[src/rtl/seq_matrix_alu_pkg.sv]
// seq_matrix_alu_pkg: opcodes, FSM states and width helpers shared by the matrix ALU
package seq_matrix_alu_pkg;
    typedef enum logic [2:0] {
        OP_MATMUL    = 3'd0,
        OP_SCALE     = 3'd1,
        OP_ADD       = 3'd2,
        OP_SUB       = 3'd3,
        OP_TRANSPOSE = 3'd4,
        OP_TRACE     = 3'd5
    } op_e;
    typedef enum logic [1:0] {S_IDLE, S_CALC, S_EMIT, S_FIN} state_e;
    localparam logic [2:0] OP_LAST = 3'd5;
    function automatic int acc_w(input int n, input int dw);
        return 2 * dw + $clog2(n);
    endfunction
    function automatic int idx_w(input int n);
        return $clog2(n * n);
    endfunction
endpackage

[src/rtl/seq_matrix_alu_if.sv]
// seq_matrix_alu_if: operand load, command and result stream signals of the matrix ALU
interface seq_matrix_alu_if
    import seq_matrix_alu_pkg::*;
#(
    parameter int N = 4,
    parameter int DATA_W = 16
) ();
    localparam int ACC_W = acc_w(N, DATA_W);
    localparam int AW = idx_w(N);
    logic              ld_valid;
    logic              ld_ready;
    logic              ld_sel;
    logic [AW-1:0]     ld_addr;
    logic [DATA_W-1:0] ld_data;
    logic              start;
    logic [2:0]        op_sel;
    logic [DATA_W-1:0] alpha;
    logic              busy;
    logic              res_valid;
    logic              res_ready;
    logic [ACC_W-1:0]  res_data;
    logic [AW-1:0]     res_addr;
    logic              res_last;
    logic              done;
    logic              err;
    modport slave (
        input  ld_valid, ld_sel, ld_addr, ld_data, start, op_sel, alpha, res_ready,
        output ld_ready, busy, res_valid, res_data, res_addr, res_last, done, err
    );
    modport master (
        output ld_valid, ld_sel, ld_addr, ld_data, start, op_sel, alpha, res_ready,
        input  ld_ready, busy, res_valid, res_data, res_addr, res_last, done, err
    );
endinterface

[src/rtl/matrix_regfile.sv]
// matrix_regfile: NxN signed element store, one sync write port, two async read ports
module matrix_regfile
    import seq_matrix_alu_pkg::*;
#(
    parameter int N = 4,
    parameter int DATA_W = 16,
    localparam int AW = idx_w(N)
) (
    input  logic                     clk,
    input  logic                     reset_n,
    input  logic                     we_i,
    input  logic [AW-1:0]            waddr_i,
    input  logic [DATA_W-1:0]        wdata_i,
    input  logic [AW-1:0]            raddr0_i,
    output logic signed [DATA_W-1:0] rdata0_o,
    input  logic [AW-1:0]            raddr1_i,
    output logic signed [DATA_W-1:0] rdata1_o
);
    logic signed [DATA_W-1:0] mem_q [N*N];

    // element storage, cleared as a whole by reset
    always_ff @(posedge clk or negedge reset_n)
        if (!reset_n) for (int i = 0; i < N * N; i++) mem_q[i] <= '0;
        else if (we_i) mem_q[waddr_i] <= wdata_i;

    assign rdata0_o = mem_q[raddr0_i];
    assign rdata1_o = mem_q[raddr1_i];
endmodule

[src/rtl/seq_matrix_alu.sv]
// seq_matrix_alu: sequential NxN matrix ALU with one shared MAC and a row-major result stream
module seq_matrix_alu
    import seq_matrix_alu_pkg::*;
#(
    parameter int N = 4,
    parameter int DATA_W = 16
) (
    input  logic          clk,
    input  logic          reset_n,
    seq_matrix_alu_if.slave bus
);
    localparam int ACC_W = acc_w(N, DATA_W);
    localparam int AW = idx_w(N);
    localparam int KW = $clog2(N);
    localparam int PW = 2 * DATA_W;

    state_e                   state_q, state_d;
    op_e                      op_q, op_d;
    logic signed [DATA_W-1:0] alpha_q, alpha_d, a0, a1, b0, b1;
    logic signed [PW-1:0]     prod;
    logic signed [ACC_W-1:0]  acc_q, acc_d, calc;
    logic [AW-1:0]            e_q, e_d, ra0, ra1, rb1;
    logic [KW-1:0]            k_q, k_d;
    logic                     err_q, err_d, last, iter, busy, emit, ld_ok;
    int                       row, col;

    assign busy  = state_q == S_CALC || state_q == S_EMIT;
    assign emit  = state_q == S_EMIT;
    assign ld_ok = bus.ld_valid && !busy;

    matrix_regfile #(.N(N), .DATA_W(DATA_W)) u_a (
        .clk(clk), .reset_n(reset_n), .we_i(ld_ok && !bus.ld_sel), .waddr_i(bus.ld_addr),
        .wdata_i(bus.ld_data), .raddr0_i(ra0), .rdata0_o(a0), .raddr1_i(ra1), .rdata1_o(a1)
    );

    matrix_regfile #(.N(N), .DATA_W(DATA_W)) u_b (
        .clk(clk), .reset_n(reset_n), .we_i(ld_ok && bus.ld_sel), .waddr_i(bus.ld_addr),
        .wdata_i(bus.ld_data), .raddr0_i(e_q), .rdata0_o(b0), .raddr1_i(rb1), .rdata1_o(b1)
    );

    // operand addressing and the single shared multiply feeding the accumulator
    always_comb begin
        row  = int'(e_q) / N;
        col  = int'(e_q) % N;
        ra0  = op_q == OP_MATMUL ? AW'(row * N + int'(k_q))
             : op_q == OP_TRACE  ? AW'(int'(k_q) * (N + 1)) : e_q;
        ra1  = AW'(col * N + row);
        rb1  = AW'(int'(k_q) * N + col);
        iter = op_q == OP_MATMUL || op_q == OP_TRACE;
        last = op_q == OP_TRACE || e_q == AW'(N * N - 1);
        prod = PW'(a0) * PW'(op_q == OP_SCALE ? alpha_q : b1);
        calc = op_q == OP_MATMUL    ? acc_q + ACC_W'(prod)
             : op_q == OP_SCALE     ? ACC_W'(prod)
             : op_q == OP_ADD       ? ACC_W'(a0) + ACC_W'(b0)
             : op_q == OP_SUB       ? ACC_W'(a0) - ACC_W'(b0)
             : op_q == OP_TRANSPOSE ? ACC_W'(a1) : acc_q + ACC_W'(a0);
    end

    // command sequencing: capture, per-element compute, beat handshake, completion
    always_comb begin
        state_d = state_q;
        op_d    = op_q;
        alpha_d = alpha_q;
        e_d     = e_q;
        k_d     = k_q;
        acc_d   = acc_q;
        err_d   = 1'b0;
        case (state_q)
            S_IDLE: if (bus.start) begin
                if (bus.op_sel <= OP_LAST) begin
                    state_d = S_CALC;
                    op_d    = op_e'(bus.op_sel);
                    alpha_d = bus.alpha;
                    e_d     = '0;
                    k_d     = '0;
                    acc_d   = '0;
                end else err_d = 1'b1;
            end
            S_CALC: begin
                acc_d = calc;
                k_d   = k_q + KW'(1);
                if (!iter || k_q == KW'(N - 1)) begin
                    state_d = S_EMIT;
                    k_d     = '0;
                end
            end
            S_EMIT: if (bus.res_ready) begin
                if (last) state_d = S_FIN;
                else begin
                    state_d = S_CALC;
                    e_d     = e_q + AW'(1);
                    acc_d   = '0;
                end
            end
            default: state_d = S_IDLE;
        endcase
    end

    // state and datapath registers
    always_ff @(posedge clk or negedge reset_n)
        if (!reset_n) begin
            state_q <= S_IDLE;
            op_q    <= OP_MATMUL;
            alpha_q <= '0;
            e_q     <= '0;
            k_q     <= '0;
            acc_q   <= '0;
            err_q   <= 1'b0;
        end else begin
            state_q <= state_d;
            op_q    <= op_d;
            alpha_q <= alpha_d;
            e_q     <= e_d;
            k_q     <= k_d;
            acc_q   <= acc_d;
            err_q   <= err_d;
        end

    assign bus.ld_ready  = !busy;
    assign bus.busy      = busy;
    assign bus.res_valid = emit;
    assign bus.res_data  = emit ? acc_q : '0;
    assign bus.res_addr  = emit ? e_q : '0;
    assign bus.res_last  = emit && last;
    assign bus.done      = state_q == S_FIN;
    assign bus.err       = err_q;
endmodule

[src/flat_wrapper.sv]
// flat-port wrapper written by rule: the top's interface ports become plain ports
module seq_matrix_alu_flat import seq_matrix_alu_pkg::*;
#(
    parameter int N = 4,
    parameter int DATA_W = 16
)
  (clk, reset_n, bus_ld_valid, bus_ld_sel, bus_ld_addr, bus_ld_data, bus_start, bus_op_sel, bus_alpha, bus_res_ready, bus_ld_ready, bus_busy, bus_res_valid, bus_res_data, bus_res_addr, bus_res_last, bus_done, bus_err);
  seq_matrix_alu_if #(.N(N), .DATA_W(DATA_W)) bus_i ();
  input  logic clk;
  input  logic reset_n;
  input wire logic [$bits(bus_i.ld_valid)-1:0] bus_ld_valid;
  input wire logic [$bits(bus_i.ld_sel)-1:0] bus_ld_sel;
  input wire logic [$bits(bus_i.ld_addr)-1:0] bus_ld_addr;
  input wire logic [$bits(bus_i.ld_data)-1:0] bus_ld_data;
  input wire logic [$bits(bus_i.start)-1:0] bus_start;
  input wire logic [$bits(bus_i.op_sel)-1:0] bus_op_sel;
  input wire logic [$bits(bus_i.alpha)-1:0] bus_alpha;
  input wire logic [$bits(bus_i.res_ready)-1:0] bus_res_ready;
  output wire logic [$bits(bus_i.ld_ready)-1:0] bus_ld_ready;
  output wire logic [$bits(bus_i.busy)-1:0] bus_busy;
  output wire logic [$bits(bus_i.res_valid)-1:0] bus_res_valid;
  output wire logic [$bits(bus_i.res_data)-1:0] bus_res_data;
  output wire logic [$bits(bus_i.res_addr)-1:0] bus_res_addr;
  output wire logic [$bits(bus_i.res_last)-1:0] bus_res_last;
  output wire logic [$bits(bus_i.done)-1:0] bus_done;
  output wire logic [$bits(bus_i.err)-1:0] bus_err;
  assign bus_i.ld_valid = bus_ld_valid;
  assign bus_i.ld_sel = bus_ld_sel;
  assign bus_i.ld_addr = bus_ld_addr;
  assign bus_i.ld_data = bus_ld_data;
  assign bus_i.start = bus_start;
  assign bus_i.op_sel = bus_op_sel;
  assign bus_i.alpha = bus_alpha;
  assign bus_i.res_ready = bus_res_ready;
  assign bus_ld_ready = bus_i.ld_ready;
  assign bus_busy = bus_i.busy;
  assign bus_res_valid = bus_i.res_valid;
  assign bus_res_data = bus_i.res_data;
  assign bus_res_addr = bus_i.res_addr;
  assign bus_res_last = bus_i.res_last;
  assign bus_done = bus_i.done;
  assign bus_err = bus_i.err;
  seq_matrix_alu #(.N(N), .DATA_W(DATA_W)) u_core (.clk(clk), .reset_n(reset_n), .bus(bus_i));
endmodule
[config.mk]
export PLATFORM = sky130hd
export DESIGN_NAME = seq_matrix_alu_flat
export DESIGN_NICKNAME = d
export VERILOG_FILES = /design/src/rtl/seq_matrix_alu_pkg.sv /design/src/rtl/seq_matrix_alu_if.sv /design/src/rtl/matrix_regfile.sv /design/src/rtl/seq_matrix_alu.sv /design/src/flat_wrapper.sv
export SDC_FILE = /design/constraint.sdc
export NUM_CORES = 2
export LEC_CHECK = 0
export CAP_MARGIN = 0
export CORE_ASPECT_RATIO = 0.6
export CORE_MARGIN = 2
export CORE_UTILIZATION = 69
export CTS_CLUSTER_DIAMETER = 150
export CTS_CLUSTER_SIZE = 40
export DETAILED_ROUTE_END_ITERATION = 16
export GPL_TIMING_DRIVEN = 0
export PLACE_DENSITY = 0.84
export SKIP_CTS_REPAIR_TIMING = 1
export SYNTH_ARGS = -nofsm -noshare
export SYNTH_HDL_FRONTEND = slang
export SYNTH_SLANG_ARGS = --single-unit
[constraint.sdc]
create_clock -name clk -period 23.3 [get_ports clk]
set_input_delay 3.495 -clock clk [delete_from_list [all_inputs] [get_ports clk]]
set_output_delay 3.495 -clock clk [all_outputs]
set_load 0.02 [all_outputs]
==> flow_summary.toml <==
[logic_synthesis]
ys_types = 82
synth-seq-area-share_pct = 32.8
ys_async_sr_fraction_pct = 100
syn-mean-instance-area_um2 = 11.5
netlist_area_um2 = 43800
yosysTopAreaCell = "dfrtp_1"
synth_edf_count = 0
ys_top_cells_by_area = "dfrtp_1, mux2_2, mux4_2"
synth_top_area_share_pct = 32.8
syn_nets = 4295
synth_top_flop_cell = "dfrtp_1"
synth-seq-cells = 574
synthCells = 3797
yosysWarnings = 0

[sta]
finalSetupTns_ns = 0
grt_setup_unrepaired = "false"
period_needed_ns = 14.19
slew_headroom_pct = -5.25
max_freq_mhz = 70.5
finalHoldViolations = 0
worst_pin_slew_ns = 1.57
period_share_pct = 60.9
drv_slew = 18
finClkSkew_ns = 0.0581
setup_viol = 0

[floorplanning]
start_util_pct = 69.9
std_cell_rows = 71
die_area_um2 = 65600
coreArea_um2 = 62700
die_y_um = 199
io_pins = 89
die_w_um = 329

[grt]
grt_pass1_wl_mm = 205
grt_pass1_vias = 32800
grt_usage_pct = 42.7
grt_start_max_net_pins = 121
grt-ovfl-total = 0
antenna_found_initial = 6

[clock_network]
root_buffer = "clkbuf_16"
cts_sinks = 574
htreeDepth = 1
cts_tree = "done"
cts_buffer_depth = 3
path_clk_slew_ns = 0.17
cts_buffers = 18
insertion_delay_ns = 0.62

[layout]
syn2layout_area_growth_pct = 6.08
final_common_cell = "dfrtp_1"
final_cells = 4761
layout_common_cells = "dfrtp_1, mux2_2, inv_1, nand2_1, fa_1"
drive_gt1_share_pct = 22.8
nFillCells = 4283
seq_area_um2 = 14400
fin_nets = 4413
multiInputGateArea_um2 = 27200

[worst_setup_path]
cp_max_fo = 12
crit_slowest_cell = "clkbuf_1"
worst_path_most_repeated_cell = "fa_1"
cp_top_family = "compound AO/OA/AOI/OAI gates"
critPathCaptureType = "flop"
path_buf_inv = 7
crit_required_ns = 23.82
path_class = "flop to flop"
critPathMaxStageDelay_ns = 0.91
cp-start-kind = "flop"
crit_arrival_ns = 14.71

[drt]
detail-route-antenna-nets = 0
wl_per_cell_um = 28.6
postRouteWirelength_mm = 136
drc_errors = 0
vias = 33000
drt-pass1-iter-count = 6
drt_iter0_drc = 4335
routed_via_density = 6.94

[placement]
port_buffers = 87
hpwl_mm = 108
dp_cells = 4729
globalplace.congestion = 1.06

[worst_hold_path]
min_path_type = "flop to flop"

[status]
violations = "max-capacitance violations, max-slew violations"
status = "finished with violations"

[run]
drv_cap = 3
## kinds of logic (layout without fill, tap and decap cells)
group	after synthesis	after routing	synth area share, %
multiplexers	795	795	26.5
AO/OA/AOI/OAI	505	505	7.41
adder cells (fa/ha/maj)	453	453	17.5
buffers and inverters	594	714	5.31
other	0	5	0
AND/OR/NAND/NOR	766	766	8.28
flip-flops	574	574	32.8
XOR/XNOR	110	110	2.24
## final cells by class
cell class | instances | share of cell area [%]
multi-input cells | 2629 | 58.4
flip-flops and latches | 574 | 30.9
inverters | 360 | 2.91
repair buffers | 98 | 2.27
well taps | 839 | 2.26
plain buffers | 234 | 2.09
clock buffers | 20 | 1.03
clock inverters | 2 | 0.0619
diodes | 5 | 0.0269
## synthesized netlist by cell type, drive strengths merged, types with 56 or more instances
cell and number:
xnor2 76, a21oi 135, and2 56, buf 62
clkbuf 172, nor2 171, fa 266, nand2 280
mux4 237, ha 187, dfrtp 574, nor2b 86
o21ai 122, mux2 542, inv 359
## flip-flops by register name, summed over array words and instances, names as in the netlist
register,count
u_core.op_q,3
u_core.u_b.mem_q,256
u_core.acc_q,34
u_core.k_q,2
u_core.e_q,4
u_core.alpha_q,16
u_core.u_a.mem_q,256
u_core.state_q,2
u_core.bus.err,1
## final timing paths
check / start / to / slack (ns) / cells past startpoint
worst max-delay path: u_core.e_q[3] / u_core.acc_q[33] / 9.11 / 35
max in group asynchronous: reset_n / u_core.u_a.mem_q[106] / 18.62 / 4
worst min-delay path: u_core.u_b.mem_q[212] / u_core.u_b.mem_q[212] / 0.52 / 1
worst max register to register: u_core.e_q[3] / u_core.acc_q[33] / 9.11 / 35
worst min register to register: u_core.u_b.mem_q[212] / u_core.u_b.mem_q[212] / 0.52 / 1
min in group asynchronous: reset_n / u_core.u_a.mem_q[255] / 2.79 / 1
## per-layer routing
metal	track usage [%]	up-vias	wire length (um)
met5	3.22	-	344
li1	-	13500	-
met1	61.4	16800	53500
met3	22.7	312	25300
met2	55.8	2427	52500
met4	12.0	12	4410
## metrics by stage
| stage | setup WS [ns] | hold slack, ns | utilization, % | instance area (um2) |
|---|---|---|---|---|
| 4_1_cts | 9.59 | 0.519 | 74.0 | 46400 |
| 6_report | 9.11 | 0.520 | 74.1 | 46500 |
| 5_1_grt | 8.99 | 0.527 | 74.1 | 46500 |
| 3_3_place_gp | -6.75 | 0.483 | 72.9 | 45700 |
| 2_1_floorplan | 13.49 | 0.474 | - | 43800 |
| 3_5_place_dp | 9.63 | 0.488 | 73.2 | 45900 |
Power is not shown: default switching activity piles up to over one toggle a cycle in this logic, so the estimate is an artifact.
